[src/rtl/int_rf_pkg.sv]
// Shared constants, address-width helper and default address type for the
// integer register file and its scoreboard.
package int_rf_pkg;

  localparam int XLEN_D  = 32;
  localparam int NREGS_D = 32;

  // Address width for n registers; never narrower than one bit.
  function automatic int rf_aw(input int n);
    return (n <= 2) ? 1 : $clog2(n);
  endfunction

  localparam int AW_D = rf_aw(NREGS_D);

  typedef logic [AW_D-1:0] rf_addr_t;

endpackage

[src/rtl/int_regfile_sb_if.sv]
// Decode/writeback bundle of the register file: read ports, issue, writeback,
// flush and the scoreboard status outputs.
interface int_regfile_sb_if
  import int_rf_pkg::*;
#(
  parameter int XLEN  = XLEN_D,
  parameter int NREGS = NREGS_D,
  parameter int NRD   = 3,
  parameter int NWR   = 1
);
  localparam int AW = rf_aw(NREGS);

  // There is no backpressure: issue and writeback are single-cycle strobes
  // (iss_valid_i, wb_valid_i[w]) that the register file always accepts on the
  // rising edge where they are high; reads are combinational with no handshake.
  logic [NRD*AW-1:0]   rd_addr_i;
  logic [NRD*XLEN-1:0] rd_data_o;
  logic [NRD-1:0]      rd_ready_o;
  logic                iss_valid_i;
  logic [AW-1:0]       iss_addr_i;
  logic [NWR-1:0]      wb_valid_i;
  logic [NWR*AW-1:0]   wb_addr_i;
  logic [NWR*XLEN-1:0] wb_data_i;
  logic                flush_i;
  logic [NREGS-1:0]    pend_vec_o;
  logic [AW:0]         pend_cnt_o;

  modport master (
    output rd_addr_i, iss_valid_i, iss_addr_i, wb_valid_i, wb_addr_i, wb_data_i, flush_i,
    input  rd_data_o, rd_ready_o, pend_vec_o, pend_cnt_o
  );

  modport slave (
    input  rd_addr_i, iss_valid_i, iss_addr_i, wb_valid_i, wb_addr_i, wb_data_i, flush_i,
    output rd_data_o, rd_ready_o, pend_vec_o, pend_cnt_o
  );

endinterface

[src/rtl/int_rf_scoreboard.sv]
// Pending-bit scoreboard: flush beats issue beats writeback. The count register
// tracks the population of the next-state vector so it always matches pend_vec.
module int_rf_scoreboard
  import int_rf_pkg::*;
#(
  parameter int NREGS = NREGS_D,
  parameter int NWR   = 1,
  parameter int AW    = rf_aw(NREGS)
) (
  input  logic              clk_i,
  input  logic              rsn_i,
  input  logic              iss_valid,
  input  logic [AW-1:0]     iss_addr,
  input  logic [NWR-1:0]    wb_valid,
  input  logic [NWR*AW-1:0] wb_addr,
  input  logic              flush,
  output logic [NREGS-1:0]  pend_vec,
  output logic [AW:0]       pend_cnt
);

  logic [NREGS-1:0] pend_q, pend_nxt;
  logic [AW:0]      cnt_q, cnt_nxt;

  always_comb begin
    pend_nxt = pend_q;
    if (flush) begin
      pend_nxt = '0;
    end else begin
      for (int w = 0; w < NWR; w++) begin
        if (wb_valid[w]) pend_nxt[wb_addr[w*AW +: AW]] = 1'b0;
      end
      // Applied after the clears so a same-cycle issue keeps its new producer outstanding.
      if (iss_valid) pend_nxt[iss_addr] = 1'b1;
    end
    pend_nxt[0] = 1'b0;
  end

  always_comb begin
    cnt_nxt = '0;
    for (int r = 0; r < NREGS; r++) begin
      cnt_nxt = cnt_nxt + (AW+1)'(pend_nxt[r]);
    end
  end

  always_ff @(posedge clk_i or negedge rsn_i) begin
    if (!rsn_i) begin
      pend_q <= '0;
      cnt_q  <= '0;
    end else begin
      pend_q <= pend_nxt;
      cnt_q  <= cnt_nxt;
    end
  end

  assign pend_vec = pend_q;
  assign pend_cnt = cnt_q;

endmodule

[src/rtl/int_regfile_sb.sv]
// Integer register file with NRD combinational read ports, NWR writeback ports,
// optional same-cycle write-to-read bypass and an integrated pending scoreboard.
module int_regfile_sb
  import int_rf_pkg::*;
#(
  parameter int XLEN   = XLEN_D,
  parameter int NREGS  = NREGS_D,
  parameter int NRD    = 3,
  parameter int NWR    = 1,
  parameter int BYPASS = 1
) (
  input logic             clk_i,
  input logic             rsn_i,
  int_regfile_sb_if.slave rf
);

  localparam int AW = rf_aw(NREGS);

  logic [XLEN-1:0] regs_q [NREGS];
  logic [AW-1:0]   rd_sel [NRD];

  // Ascending port order makes the highest-index writer win on an address clash.
  always_ff @(posedge clk_i or negedge rsn_i) begin
    if (!rsn_i) begin
      for (int r = 0; r < NREGS; r++) regs_q[r] <= '0;
    end else begin
      for (int w = 0; w < NWR; w++) begin
        if (rf.wb_valid_i[w] && (rf.wb_addr_i[w*AW +: AW] != '0)) begin
          regs_q[rf.wb_addr_i[w*AW +: AW]] <= rf.wb_data_i[w*XLEN +: XLEN];
        end
      end
    end
  end

  always_comb begin
    for (int k = 0; k < NRD; k++) rd_sel[k] = rf.rd_addr_i[k*AW +: AW];
  end

  always_comb begin
    rf.rd_data_o  = '0;
    rf.rd_ready_o = '0;
    for (int k = 0; k < NRD; k++) begin
      rf.rd_data_o[k*XLEN +: XLEN] = regs_q[rd_sel[k]];
      rf.rd_ready_o[k]             = ~rf.pend_vec_o[rd_sel[k]];
      if (BYPASS != 0) begin
        for (int w = 0; w < NWR; w++) begin
          if (rf.wb_valid_i[w] && (rf.wb_addr_i[w*AW +: AW] == rd_sel[k])) begin
            rf.rd_data_o[k*XLEN +: XLEN] = rf.wb_data_i[w*XLEN +: XLEN];
            rf.rd_ready_o[k]             = 1'b1;
          end
        end
      end
      if (rd_sel[k] == '0) begin
        rf.rd_data_o[k*XLEN +: XLEN] = '0;
        rf.rd_ready_o[k]             = 1'b1;
      end
    end
  end

  int_rf_scoreboard #(
    .NREGS (NREGS),
    .NWR   (NWR),
    .AW    (AW)
  ) u_sb (
    .clk_i     (clk_i),
    .rsn_i     (rsn_i),
    .iss_valid (rf.iss_valid_i),
    .iss_addr  (rf.iss_addr_i),
    .wb_valid  (rf.wb_valid_i),
    .wb_addr   (rf.wb_addr_i),
    .flush     (rf.flush_i),
    .pend_vec  (rf.pend_vec_o),
    .pend_cnt  (rf.pend_cnt_o)
  );

endmodule

[src/flat_wrapper.sv]
// flat-port wrapper written by rule: the top's interface ports become plain ports
module int_regfile_sb_flat import int_rf_pkg::*;
#(
  parameter int XLEN   = XLEN_D,
  parameter int NREGS  = NREGS_D,
  parameter int NRD    = 3,
  parameter int NWR    = 1,
  parameter int BYPASS = 1
)
  (clk_i, rsn_i, rf_rd_addr_i, rf_iss_valid_i, rf_iss_addr_i, rf_wb_valid_i, rf_wb_addr_i, rf_wb_data_i, rf_flush_i, rf_rd_data_o, rf_rd_ready_o, rf_pend_vec_o, rf_pend_cnt_o);
  int_regfile_sb_if #(.XLEN(XLEN), .NREGS(NREGS), .NRD(NRD), .NWR(NWR)) rf_i ();
  input logic clk_i;
  input logic rsn_i;
  input wire logic [$bits(rf_i.rd_addr_i)-1:0] rf_rd_addr_i;
  input wire logic [$bits(rf_i.iss_valid_i)-1:0] rf_iss_valid_i;
  input wire logic [$bits(rf_i.iss_addr_i)-1:0] rf_iss_addr_i;
  input wire logic [$bits(rf_i.wb_valid_i)-1:0] rf_wb_valid_i;
  input wire logic [$bits(rf_i.wb_addr_i)-1:0] rf_wb_addr_i;
  input wire logic [$bits(rf_i.wb_data_i)-1:0] rf_wb_data_i;
  input wire logic [$bits(rf_i.flush_i)-1:0] rf_flush_i;
  output wire logic [$bits(rf_i.rd_data_o)-1:0] rf_rd_data_o;
  output wire logic [$bits(rf_i.rd_ready_o)-1:0] rf_rd_ready_o;
  output wire logic [$bits(rf_i.pend_vec_o)-1:0] rf_pend_vec_o;
  output wire logic [$bits(rf_i.pend_cnt_o)-1:0] rf_pend_cnt_o;
  assign rf_i.rd_addr_i = rf_rd_addr_i;
  assign rf_i.iss_valid_i = rf_iss_valid_i;
  assign rf_i.iss_addr_i = rf_iss_addr_i;
  assign rf_i.wb_valid_i = rf_wb_valid_i;
  assign rf_i.wb_addr_i = rf_wb_addr_i;
  assign rf_i.wb_data_i = rf_wb_data_i;
  assign rf_i.flush_i = rf_flush_i;
  assign rf_rd_data_o = rf_i.rd_data_o;
  assign rf_rd_ready_o = rf_i.rd_ready_o;
  assign rf_pend_vec_o = rf_i.pend_vec_o;
  assign rf_pend_cnt_o = rf_i.pend_cnt_o;
  int_regfile_sb #(.XLEN(XLEN), .NREGS(NREGS), .NRD(NRD), .NWR(NWR), .BYPASS(BYPASS)) u_core (.clk_i(clk_i), .rsn_i(rsn_i), .rf(rf_i));
endmodule
[config.mk]
export PLATFORM = sky130hd
export DESIGN_NAME = int_regfile_sb_flat
export DESIGN_NICKNAME = d
export VERILOG_FILES = /design/src/rtl/int_rf_pkg.sv /design/src/rtl/int_regfile_sb_if.sv /design/src/rtl/int_rf_scoreboard.sv /design/src/rtl/int_regfile_sb.sv /design/src/flat_wrapper.sv
export SDC_FILE = /design/constraint.sdc
export NUM_CORES = 2
export LEC_CHECK = 0
export CORE_ASPECT_RATIO = 1.25
export CORE_MARGIN = 1
export CORE_UTILIZATION = 55
export CTS_BUF_LIST = sky130_fd_sc_hd__clkbuf_4 sky130_fd_sc_hd__clkbuf_8
export DETAILED_ROUTE_END_ITERATION = 8
export PLACE_DENSITY = 0.76
export RECOVER_POWER = 25
export SYNTH_ARGS = -nofsm -noshare
export SYNTH_HDL_FRONTEND = slang
export SYNTH_SLANG_ARGS = --single-unit
[constraint.sdc]
create_clock -name clk_i -period 8 [get_ports clk_i]
set_clock_uncertainty 0.15 [all_clocks]
set_input_delay 1.6 -clock clk_i [delete_from_list [all_inputs] [get_ports clk_i]]
set_output_delay 1.6 -clock clk_i [all_outputs]
set_load 0.02 [all_outputs]
==> flow_summary.toml <==
[grt]
grt_pass1_wl_um = 336000
antenna_found_initial = 12
grt.total_usage_pct = 38.0
grt_pass1_vias = 48949
gr-total-overflow = 0
grt_start_max_net_pins = 182

[outcome]
violations = "capacitance limit, slew limit"
status = "finished with violations"

[clocking]
cts_tree = "done"
cts_buffers = 177
cts_num_sinks = 1061
post_cts.resized_instances = 0
htreeDepth = 4
clk-insertion-delay-late_ns = 0.92
cts_setup_buffers = 0
path_clk_slew_ns = 0.05
root_buffer = "clkbuf_8"
postCtsHoldBufs = 0
ctsLongestPathBuffers = 3

[timing]
hold_ws_ns = 0.257
maxSlewViolCount = 98
final-hold-violation-count = 0
tightest_slew_ns = 6.13
fmax_mhz = 139
fin_crit_ns = 7.20
fin_crit_sh_pct = 90.0
rsz0062_at_grt = "false"
maxSlewHeadroom_pct = -309
tns_ns = 0
finalSetupViolations = 0

[setup_path]
r2r-start = "u_core.u_sb.pend_vec[20]"
critPathLaunchType = "input pin"
path_class = "in -> out"
ff2ff_path_depth = 16
cp_data_arrival_time_ns = 5.45
crit_end = "rf_rd_ready_o[2]"
r2r_slack_ns = 2.36
timing.rr.end = "u_core.u_sb.pend_cnt[4]"
cp-end-kind = "primary output"
cp_data_required_time_ns = 6.25
crit_path_cell_trace = "clkdlybuf4s50_1 -> buf_4 -> xor2_1 -> nor4_1 -> and3_2 -> buf_4 -> nor4b_1 -> a31oi_1 -> clkdlybuf4s50_1"
worstSetupStartpoint = "rf_wb_addr_i[4]"
crit_slowest_cell = "clkdlybuf4s50_1"
critical_path_buf_inv_count = 4
worst-path-stages = 9
crit_fanout = 13
crit_family = "buffers and inverters"
slowest_delay_ns = 0.71

[logic_synthesis]
synth-seq-cells = 1061
synth_most_common_cell = "dfrtp_1"
yosys_warnings = 0
synth_ff_type = "dfrtp_1"
synth_common_cells = "1061 x dfrtp_1, 861 x mux2_1, 746 x mux4_2"
synth_edf_count = 0
synth_area_um2 = 66200
synth_top_area_share_pct = 40.1
yosysTopAreaCell = "dfrtp_1"
postSynthAreaPerCell_um2 = 14.3
synth_nets = 4725
yosys-top-cells-area = "dfrtp_1 40%, mux4_2 25%, mux2_1 15%"
yosysSeqAreaShare_pct = 40.1
ys_types = 63
synthCells = 4633
synthArstFlopShare_pct = 100

[floorplanning]
dieArea_um2 = 122000
initial_core_util_pct = 55.7
die_x_um = 312
core_um2 = 119000
die_h_um = 390
std_cell_rows = 141
ios = 199

[final_layout]
fin_nets = 4742
nFillCells = 8792
fin_util_pct = 62.0
multi_input_area_um2 = 37300
regArea_um2 = 26600
drive_gt1_share_pct = 30.7
syn_to_final_growth_pct = 11.2

[drt]
routed_wl_um = 228000
maxUsedRoutingLayer = "met5"
wl_met2_um = 104000
post-route-drc-count = 0
wl_met3_um = 28200
vias = 47890
wl_met1_um = 79400
drt_iter0_markers = 6462
first_pass_iters = 6
detail-route-antenna-nets = 0
routed_via_density = 7.52
wire_per_inst_um = 35.8

[power_and_ir_drop]
total_power_mw = 16.9
peakVddDrop_v = 0.000148
cellLeakagePower_nw = 31.4
power.density_nw_per_um2 = 229

[place]
dp_hpwl_um = 132000
routabilityCongestion = 0.907
portBuffers = 197

[min_path]
hold_class = "reg -> reg"

[run]
cap_violations = 1
flip-flops by register name, indices dropped and copies added, names as in the netlist:
register              count
u_core.regs_q          1024
u_core.u_sb.pend_vec     31
u_core.u_sb.pend_cnt      6
layout by cell type, fill, tap and decap left out, drive strengths merged, types with 80 or more instances in the layout:
master	n
dfrtp	1061
mux2	1013
mux4	746
clkbuf	281
mux2i	220
buf	198
clkdlybuf4s50	181
nand2	83
o21ai	83
nor2	81
o22ai	80
per-stage QoR:
step                setup WS, ns  cell area, um^2  instances
finish                     0.801            73600       6369
detailed placement         0.288            69700       6044
floorplan                  0.613            66200       4633
global placement           0.319            69700       6044
global route               0.445            73600       6366
CTS                        0.966            73600       6365
routing by layer:
layer	vias to the layer above	global-route usage (%)
li1	18401	-
met2	3537	57.4
met5	-	0
met1	24945	48.0
met4	16	24.0
met3	991	11.5
worst min path at each step:
stage                             start                  end  slack (ns)  cells after the start
CTS                 u_core.regs_q[1001]  u_core.regs_q[1001]        0.26                      0
detailed placement  u_core.regs_q[1023]  u_core.regs_q[1023]        0.25                      0
floorplan           u_core.regs_q[1023]  u_core.regs_q[1023]        0.30                      1
global route        u_core.regs_q[1000]  u_core.regs_q[1000]        0.27                      0
finish              u_core.regs_q[1001]  u_core.regs_q[1001]        0.26                      0
global placement    u_core.regs_q[1021]  u_core.regs_q[1021]        0.24                      0
power breakdown:
part | total [mW] | internal (mW) | switching (mW)
registers | 7.31 | 6.36 | 0.951
logic | 4.17 | 2.37 | 1.80
clock network | 5.38 | 2.99 | 2.39
total | 16.9 | 11.7 | 5.14
area by class of cell:
cell class	count	share of cell area, %
repair buffers	384	4.92
inverters	46	0.240
diodes	4	0.0136
well taps	1573	2.67
multi-input cells	2980	50.7
clock inverters	44	0.558
clock buffers	277	4.77
flip-flops and latches	1061	36.1
logic make-up (layout without fill, tap and decap cells):
group / count (synthesis) / count (layout) / share of synthesized area, %
compound gates: 539 / 539 / 5.79
flops: 1061 / 1061 / 40.1
other cells: 1 / 5 / 0.00567
buf+inv: 592 / 751 / 3.88
mux: 1979 / 1979 / 46.0
simple gates: 413 / 413 / 3.18
fa+ha+maj: 30 / 30 / 0.828
xor+xnor: 18 / 18 / 0.238
(Power assumes the default switching activity.)
